### src/rtl/baccarat_deal_ctrl_if.sv
// Signal bundle between the baccarat deal controller and the datapath:
// scores in, card-register load strobes and result lights out.
interface baccarat_deal_ctrl_if;
  logic [3:0] pscore;
  logic [3:0] dscore;
  logic [3:0] pcard3;
  logic       load_pcard1;
  logic       load_pcard2;
  logic       load_pcard3;
  logic       load_dcard1;
  logic       load_dcard2;
  logic       load_dcard3;
  logic       player_win_light;
  logic       dealer_win_light;
  logic       done;

  modport master (
    input  pscore, dscore, pcard3,
    output load_pcard1, load_pcard2, load_pcard3,
    output load_dcard1, load_dcard2, load_dcard3,
    output player_win_light, dealer_win_light, done
  );

  modport slave (
    output pscore, dscore, pcard3,
    input  load_pcard1, load_pcard2, load_pcard3,
    input  load_dcard1, load_dcard2, load_dcard3,
    input  player_win_light, dealer_win_light, done
  );
endinterface

### src/rtl/baccarat_deal_ctrl.sv
// Baccarat dealing sequencer: strobes one card register per clock, applies the
// natural and third-card rules, then latches the win lights until reset.
module baccarat_deal_ctrl (
  input logic                         slow_clock,
  input logic                         reset,
  baccarat_deal_ctrl_if.master        bus
);

  typedef enum logic [3:0] {
    DEAL_P1, DEAL_D1, DEAL_P2, DEAL_D2, EVAL4,
    DEAL_P3, EVAL_B, DEAL_D3, SCORE, DONE
  } state_t;

  state_t     r_state;
  state_t     w_next;
  logic       r_playerWin;
  logic       r_dealerWin;
  logic [5:0] w_strobes;
  logic       w_done;
  logic [3:0] w_thirdVal;
  logic [9:0] w_drawMask;
  logic       w_bankerDraws;

  always_ff @(posedge slow_clock) begin
    if (reset) r_state <= DEAL_P1;
    else       r_state <= w_next;
  end

  // Lights are only ever written on the edge leaving SCORE; ties light both.
  always_ff @(posedge slow_clock) begin
    if (reset) begin
      r_playerWin <= 1'b0;
      r_dealerWin <= 1'b0;
    end else if (r_state == SCORE) begin
      r_playerWin <= (bus.pscore >= bus.dscore);
      r_dealerWin <= (bus.dscore >= bus.pscore);
    end
  end

  // Banker rule as a per-score mask over the player's third-card value 0..9.
  always_comb begin
    w_thirdVal = ((bus.pcard3 >= 4'd1) && (bus.pcard3 <= 4'd9)) ? bus.pcard3 : 4'd0;
    w_drawMask = 10'b0;
    case (bus.dscore)
      4'd0, 4'd1, 4'd2: w_drawMask = 10'b11_1111_1111;
      4'd3:             w_drawMask = 10'b10_1111_1111;
      4'd4:             w_drawMask = 10'b00_1111_1100;
      4'd5:             w_drawMask = 10'b00_1111_0000;
      4'd6:             w_drawMask = 10'b00_1100_0000;
      default:          w_drawMask = 10'b0;
    endcase
    w_bankerDraws = w_drawMask[w_thirdVal];
  end

  always_comb begin
    w_next    = r_state;
    w_strobes = 6'b0;
    w_done    = 1'b0;
    case (r_state)
      DEAL_P1: begin w_strobes[0] = 1'b1; w_next = DEAL_D1; end
      DEAL_D1: begin w_strobes[3] = 1'b1; w_next = DEAL_P2; end
      DEAL_P2: begin w_strobes[1] = 1'b1; w_next = DEAL_D2; end
      DEAL_D2: begin w_strobes[4] = 1'b1; w_next = EVAL4;   end
      EVAL4: begin
        if ((bus.pscore >= 4'd8) || (bus.dscore >= 4'd8)) w_next = SCORE;
        else if (bus.pscore <= 4'd5)                      w_next = DEAL_P3;
        else if (bus.dscore <= 4'd5)                      w_next = DEAL_D3;
        else                                              w_next = SCORE;
      end
      DEAL_P3: begin w_strobes[2] = 1'b1; w_next = EVAL_B; end
      EVAL_B:  w_next = w_bankerDraws ? DEAL_D3 : SCORE;
      DEAL_D3: begin w_strobes[5] = 1'b1; w_next = SCORE; end
      SCORE:   w_next = DONE;
      DONE:    begin w_done = 1'b1; w_next = DONE; end
      default: w_next = DEAL_P1;
    endcase
    // Reset cycles must never emit a strobe or a stale done.
    if (reset) begin
      w_strobes = 6'b0;
      w_done    = 1'b0;
    end
  end

  assign bus.load_pcard1      = w_strobes[0];
  assign bus.load_pcard2      = w_strobes[1];
  assign bus.load_pcard3      = w_strobes[2];
  assign bus.load_dcard1      = w_strobes[3];
  assign bus.load_dcard2      = w_strobes[4];
  assign bus.load_dcard3      = w_strobes[5];
  assign bus.done             = w_done;
  assign bus.player_win_light = r_playerWin;
  assign bus.dealer_win_light = r_dealerWin;

endmodule

### src/flat_wrapper.sv
// flat-port wrapper written by rule: the top's interface ports become plain ports
module baccarat_deal_ctrl_flat 
  (slow_clock, reset, bus_pscore, bus_dscore, bus_pcard3, bus_load_pcard1, bus_load_pcard2, bus_load_pcard3, bus_load_dcard1, bus_load_dcard2, bus_load_dcard3, bus_player_win_light, bus_dealer_win_light, bus_done);
  baccarat_deal_ctrl_if bus_i ();
  input logic slow_clock;
  input logic reset;
  input wire logic [$bits(bus_i.pscore)-1:0] bus_pscore;
  input wire logic [$bits(bus_i.dscore)-1:0] bus_dscore;
  input wire logic [$bits(bus_i.pcard3)-1:0] bus_pcard3;
  output wire logic [$bits(bus_i.load_pcard1)-1:0] bus_load_pcard1;
  output wire logic [$bits(bus_i.load_pcard2)-1:0] bus_load_pcard2;
  output wire logic [$bits(bus_i.load_pcard3)-1:0] bus_load_pcard3;
  output wire logic [$bits(bus_i.load_dcard1)-1:0] bus_load_dcard1;
  output wire logic [$bits(bus_i.load_dcard2)-1:0] bus_load_dcard2;
  output wire logic [$bits(bus_i.load_dcard3)-1:0] bus_load_dcard3;
  output wire logic [$bits(bus_i.player_win_light)-1:0] bus_player_win_light;
  output wire logic [$bits(bus_i.dealer_win_light)-1:0] bus_dealer_win_light;
  output wire logic [$bits(bus_i.done)-1:0] bus_done;
  assign bus_i.pscore = bus_pscore;
  assign bus_i.dscore = bus_dscore;
  assign bus_i.pcard3 = bus_pcard3;
  assign bus_load_pcard1 = bus_i.load_pcard1;
  assign bus_load_pcard2 = bus_i.load_pcard2;
  assign bus_load_pcard3 = bus_i.load_pcard3;
  assign bus_load_dcard1 = bus_i.load_dcard1;
  assign bus_load_dcard2 = bus_i.load_dcard2;
  assign bus_load_dcard3 = bus_i.load_dcard3;
  assign bus_player_win_light = bus_i.player_win_light;
  assign bus_dealer_win_light = bus_i.dealer_win_light;
  assign bus_done = bus_i.done;
  baccarat_deal_ctrl u_core (.slow_clock(slow_clock), .reset(reset), .bus(bus_i));
endmodule
### config.mk
export PLATFORM = sky130hd
export DESIGN_NAME = baccarat_deal_ctrl_flat
export DESIGN_NICKNAME = d
export VERILOG_FILES = /design/src/rtl/baccarat_deal_ctrl_if.sv /design/src/rtl/baccarat_deal_ctrl.sv /design/src/flat_wrapper.sv
export SDC_FILE = /design/constraint.sdc
export NUM_CORES = 1
export LEC_CHECK = 0
export CORE_UTILIZATION = 35
export DETAILED_ROUTE_END_ITERATION = 16
export PLACE_DENSITY = 0.69
export SYNTH_ARGS = -nofsm -noshare
export SYNTH_HDL_FRONTEND = slang
export SYNTH_SLANG_ARGS = --single-unit
### constraint.sdc
create_clock -name slow_clock -period 2 [get_ports slow_clock]
set_clock_uncertainty 0.2 [all_clocks]
set_input_delay 0.2 -clock slow_clock [delete_from_list [all_inputs] [get_ports slow_clock]]
set_output_delay 0.2 -clock slow_clock [all_outputs]
set_load 0.02 [all_outputs]
==> impl_metrics.toml <==
[run_status]
outcome = "completed"

[place]
final_weighted_congestion_in_routability_driven_placement = 0.7645
placement.io_buffers = 22
place_hpwl_microns = 1079
post-place-ws_ns = -0.3620
numPlacedInstances = 113

[floorplanning]
core_area_sq_mm = 0.001366
floorplan.die.width_microns = 41.35
die_height_microns = 41.35
top_level_ports = 23
die-area_sq_mm = 0.001709
std_cell_rows = 13
initial_core_utilization = 0.3965

[timing]
worst_slew_margin_rel = 0.7682
worst_slew_pin_tran_ns = 0.3461
finalHoldViolCount = 0
max_clock_freq_mhz = 519.5
setup_tns_ns = 0
final-setup-viol-count = 0
grt_setup_unrepaired = "no"
final_critical_path_setup_slack_ns = 0.07519
hold_slack_ns = 0.3001
final_period_minus_worst_setup_slack_ns = 1.925
finalCritPeriodShare = 0.9624
timing_max_transition_violations_final = 0

[worst_hold_path]
hold_path_startpoint = "u_core.bus.dealer_win_light"
holdPathStages = 2
hold_class = "reg -> reg"
timing.hold.worst_endpoint = "u_core.bus.dealer_win_light"

[global_routing]
grt_overflow = 0
grt_start_max_net_pins = 13
number_of_global_route_vias_before_repair = 529
globalRouteTotalUtil = 0.1894
grt_pass1_wl_microns = 2118
antenna_found_initial = 0

[final_layout]
antenna_cells_inserted = 0
layout.cells.most_common = "sky130_fd_sc_hd__clkdlybuf4s50_1"
mostFrequentLayoutCells = "sky130_fd_sc_hd__clkdlybuf4s50_1 (15), sky130_fd_sc_hd__buf_4 (10), sky130_fd_sc_hd__inv_1 (8)"
multi_input_comb_area_sq_um = 362.8
post-route-util = 0.6090
areaGrowthSynthToFinish_pct = 53.58
finish.net_count = 121
share_of_post_route_cells_with_drive_strength_above_1 = 0.1980
layout.area.seq_sq_um = 120.1
filler_cell_count = 144
layout.cells.non_filler = 116

[critical_path]
path_class = "in -> out"
worst-r2r-cell-count = 4
crit_path_top_delay_cell = "sky130_fd_sc_hd__clkdlybuf4s50_1"
critPathMaxFanout = 7
critical_path_cell_by_cell = "clkdlybuf4s50_1 > buf_4 > inv_1 > nand2_1 > nor3_1 > dlygate4sd2_1"
endpoint_kind = "output pin"
cp_data_arrival_time_ns = 1.52
worst_path_dominant_cell_family = "buffers and inverters"
critical_path.n_buffers_inverters = 4
rr_endpoint = "u_core.r_state[0]"
worstPathRequired_ns = 1.60
reg2reg_slack_ns = 0.48
cp.depth = 6
r2r-start = "u_core.r_state[3]"
crit_path_max_incr_delay_ns = 0.42
start_kind = "input port"

[drt]
vias = 629
post-route-drc-count = 0
vias_per_cell = 5.422
ant_nets = 0
drt-total-wl_microns = 1286
drt-initial-drc-count = 6
firstDrtPassIters = 4
wl_per_cell_microns = 11.09

[clocking]
post_cts.repair.setup_buffers = 0
clock_sink_count = 6
clk_transition_reported_paths_ns = 0.04
clk_latency_ns = 0.24
cts_buffers = 3
cts_tree = "yes"
cts_max_path_buffers = 2
htree_num_levels = 1
clock-root-buffer = "sky130_fd_sc_hd__clkbuf_4"

[logic_synthesis]
async_reset_ff_frac = 0
post_synth_main_area_contributors = "sky130_fd_sc_hd__dfxtp_1 (22%), sky130_fd_sc_hd__ha_1 (9.2%), sky130_fd_sc_hd__inv_1 (5.5%)"
syn_inst = 71
ys.flop_type = "sky130_fd_sc_hd__dfxtp_1"
synth.avg_cell_area_sq_um = 7.631
netlist_area_sq_um = 541.8
yosysUniqueCellTypes = 32
synth_enable_flop_cells = 0
synthDominantCellAreaShare = 0.2217
synth.yosys.seq_area_share = 0.2217
yosys.area.top_type = "sky130_fd_sc_hd__dfxtp_1"
ys_seq_elements = 6
syn_nets = 89
yosysWarningCount = 0

[job]
max_cap_violations = 0

[power_and_ir_drop]
peakVddDrop_mv = 0.2645
powerDensity_mw_per_mm2 = 487.4
power.static_leakage_uw = 0.0003830
[layer usage]
layer,track usage,share of wire,up-vias
met2,0.3125,0.49,27
met5,0,0,-
li1,-,-,330
met3,0.01596,0.058,0
met1,0.2347,0.45,272
met4,0.1210,0,0
[synth_stat cells (2+ instances only)]
library cell	instances
sky130_fd_sc_hd__inv_1	8
sky130_fd_sc_hd__dfxtp_1	6
sky130_fd_sc_hd__nand2_1	5
sky130_fd_sc_hd__nor2_1	5
sky130_fd_sc_hd__nor3_1	5
sky130_fd_sc_hd__ha_1	4
sky130_fd_sc_hd__a21oi_1	3
sky130_fd_sc_hd__or3_1	3
sky130_fd_sc_hd__a211o_1	2
sky130_fd_sc_hd__a31oi_1	2
sky130_fd_sc_hd__buf_2	2
sky130_fd_sc_hd__nand2b_1	2
sky130_fd_sc_hd__nand3_1	2
sky130_fd_sc_hd__nand4_1	2
sky130_fd_sc_hd__o21ai_0	2
sky130_fd_sc_hd__o311ai_1	2
[worst max-delay path by stage]
| stage | from | to | slack [ns] |
|---|---|---|---|
| 3_5_place_dp | reset | bus_load_pcard2 | -0.36 |
| 3_3_place_gp | reset | bus_load_pcard2 | -0.35 |
| 2_1_floorplan | u_core.r_state[0] | bus_load_pcard2 | 0.32 |
| 6_report | reset | bus_done | 0.08 |
| 5_1_grt | reset | bus_load_pcard2 | 0.01 |
| 4_1_cts | reset | bus_load_pcard1 | 0.04 |
[flip-flops by register name (all words and copies together) (netlist names)]
signal	cells
u_core.r_state	4
u_core.bus.player_win_light	1
u_core.bus.dealer_win_light	1
[tightest hold or removal path, stage by stage, from the launching register on]
cell                       delay [ns]
sky130_fd_sc_hd__dfxtp_1         0.30
sky130_fd_sc_hd__nor2_1          0.10
sky130_fd_sc_hd__a311oi_1        0.05
[layout make-up]
type                       instances  area share
sequential                         6      0.1444
timing repair buffer              31      0.3293
tap                               15     0.02256
clock buffer                       3     0.02707
inverter                           9     0.04060
multi-input combinational         52      0.4361
[power breakdown]
group / switching, uW / internal (uW)
clock: 43.2 / 67.8
sequential: 6.96 / 129
combinational: 77.1 / 81.8
total: 127 / 278
[logic make-up after synthesis]
logic type	synth area share
AO/OA/AOI/OAI	0.2633
XOR/XNOR	0.01617
buffers and inverters	0.1085
AND/OR/NAND/NOR	0.2771
adder cells (fa/ha/maj)	0.09238
flip-flops	0.2217
multiplexers	0.02078
[timing repair]
action,in CTS,in global routing
hold buffers,0,0
pin swaps,0,0
gates resized for setup,13,2
endpoints found under the setup margin,7,2
[per-stage QoR]
stage,instance area (sq um),power (uW)
CTS,835.8,409.4
floorplan,541.8,224.2
finish,832.0,405.6
detailed placement,823.3,301.4
global route,832.0,430.8
global placement,823.3,298.9
No activity file was read; power rests on OpenSTA's default activity.
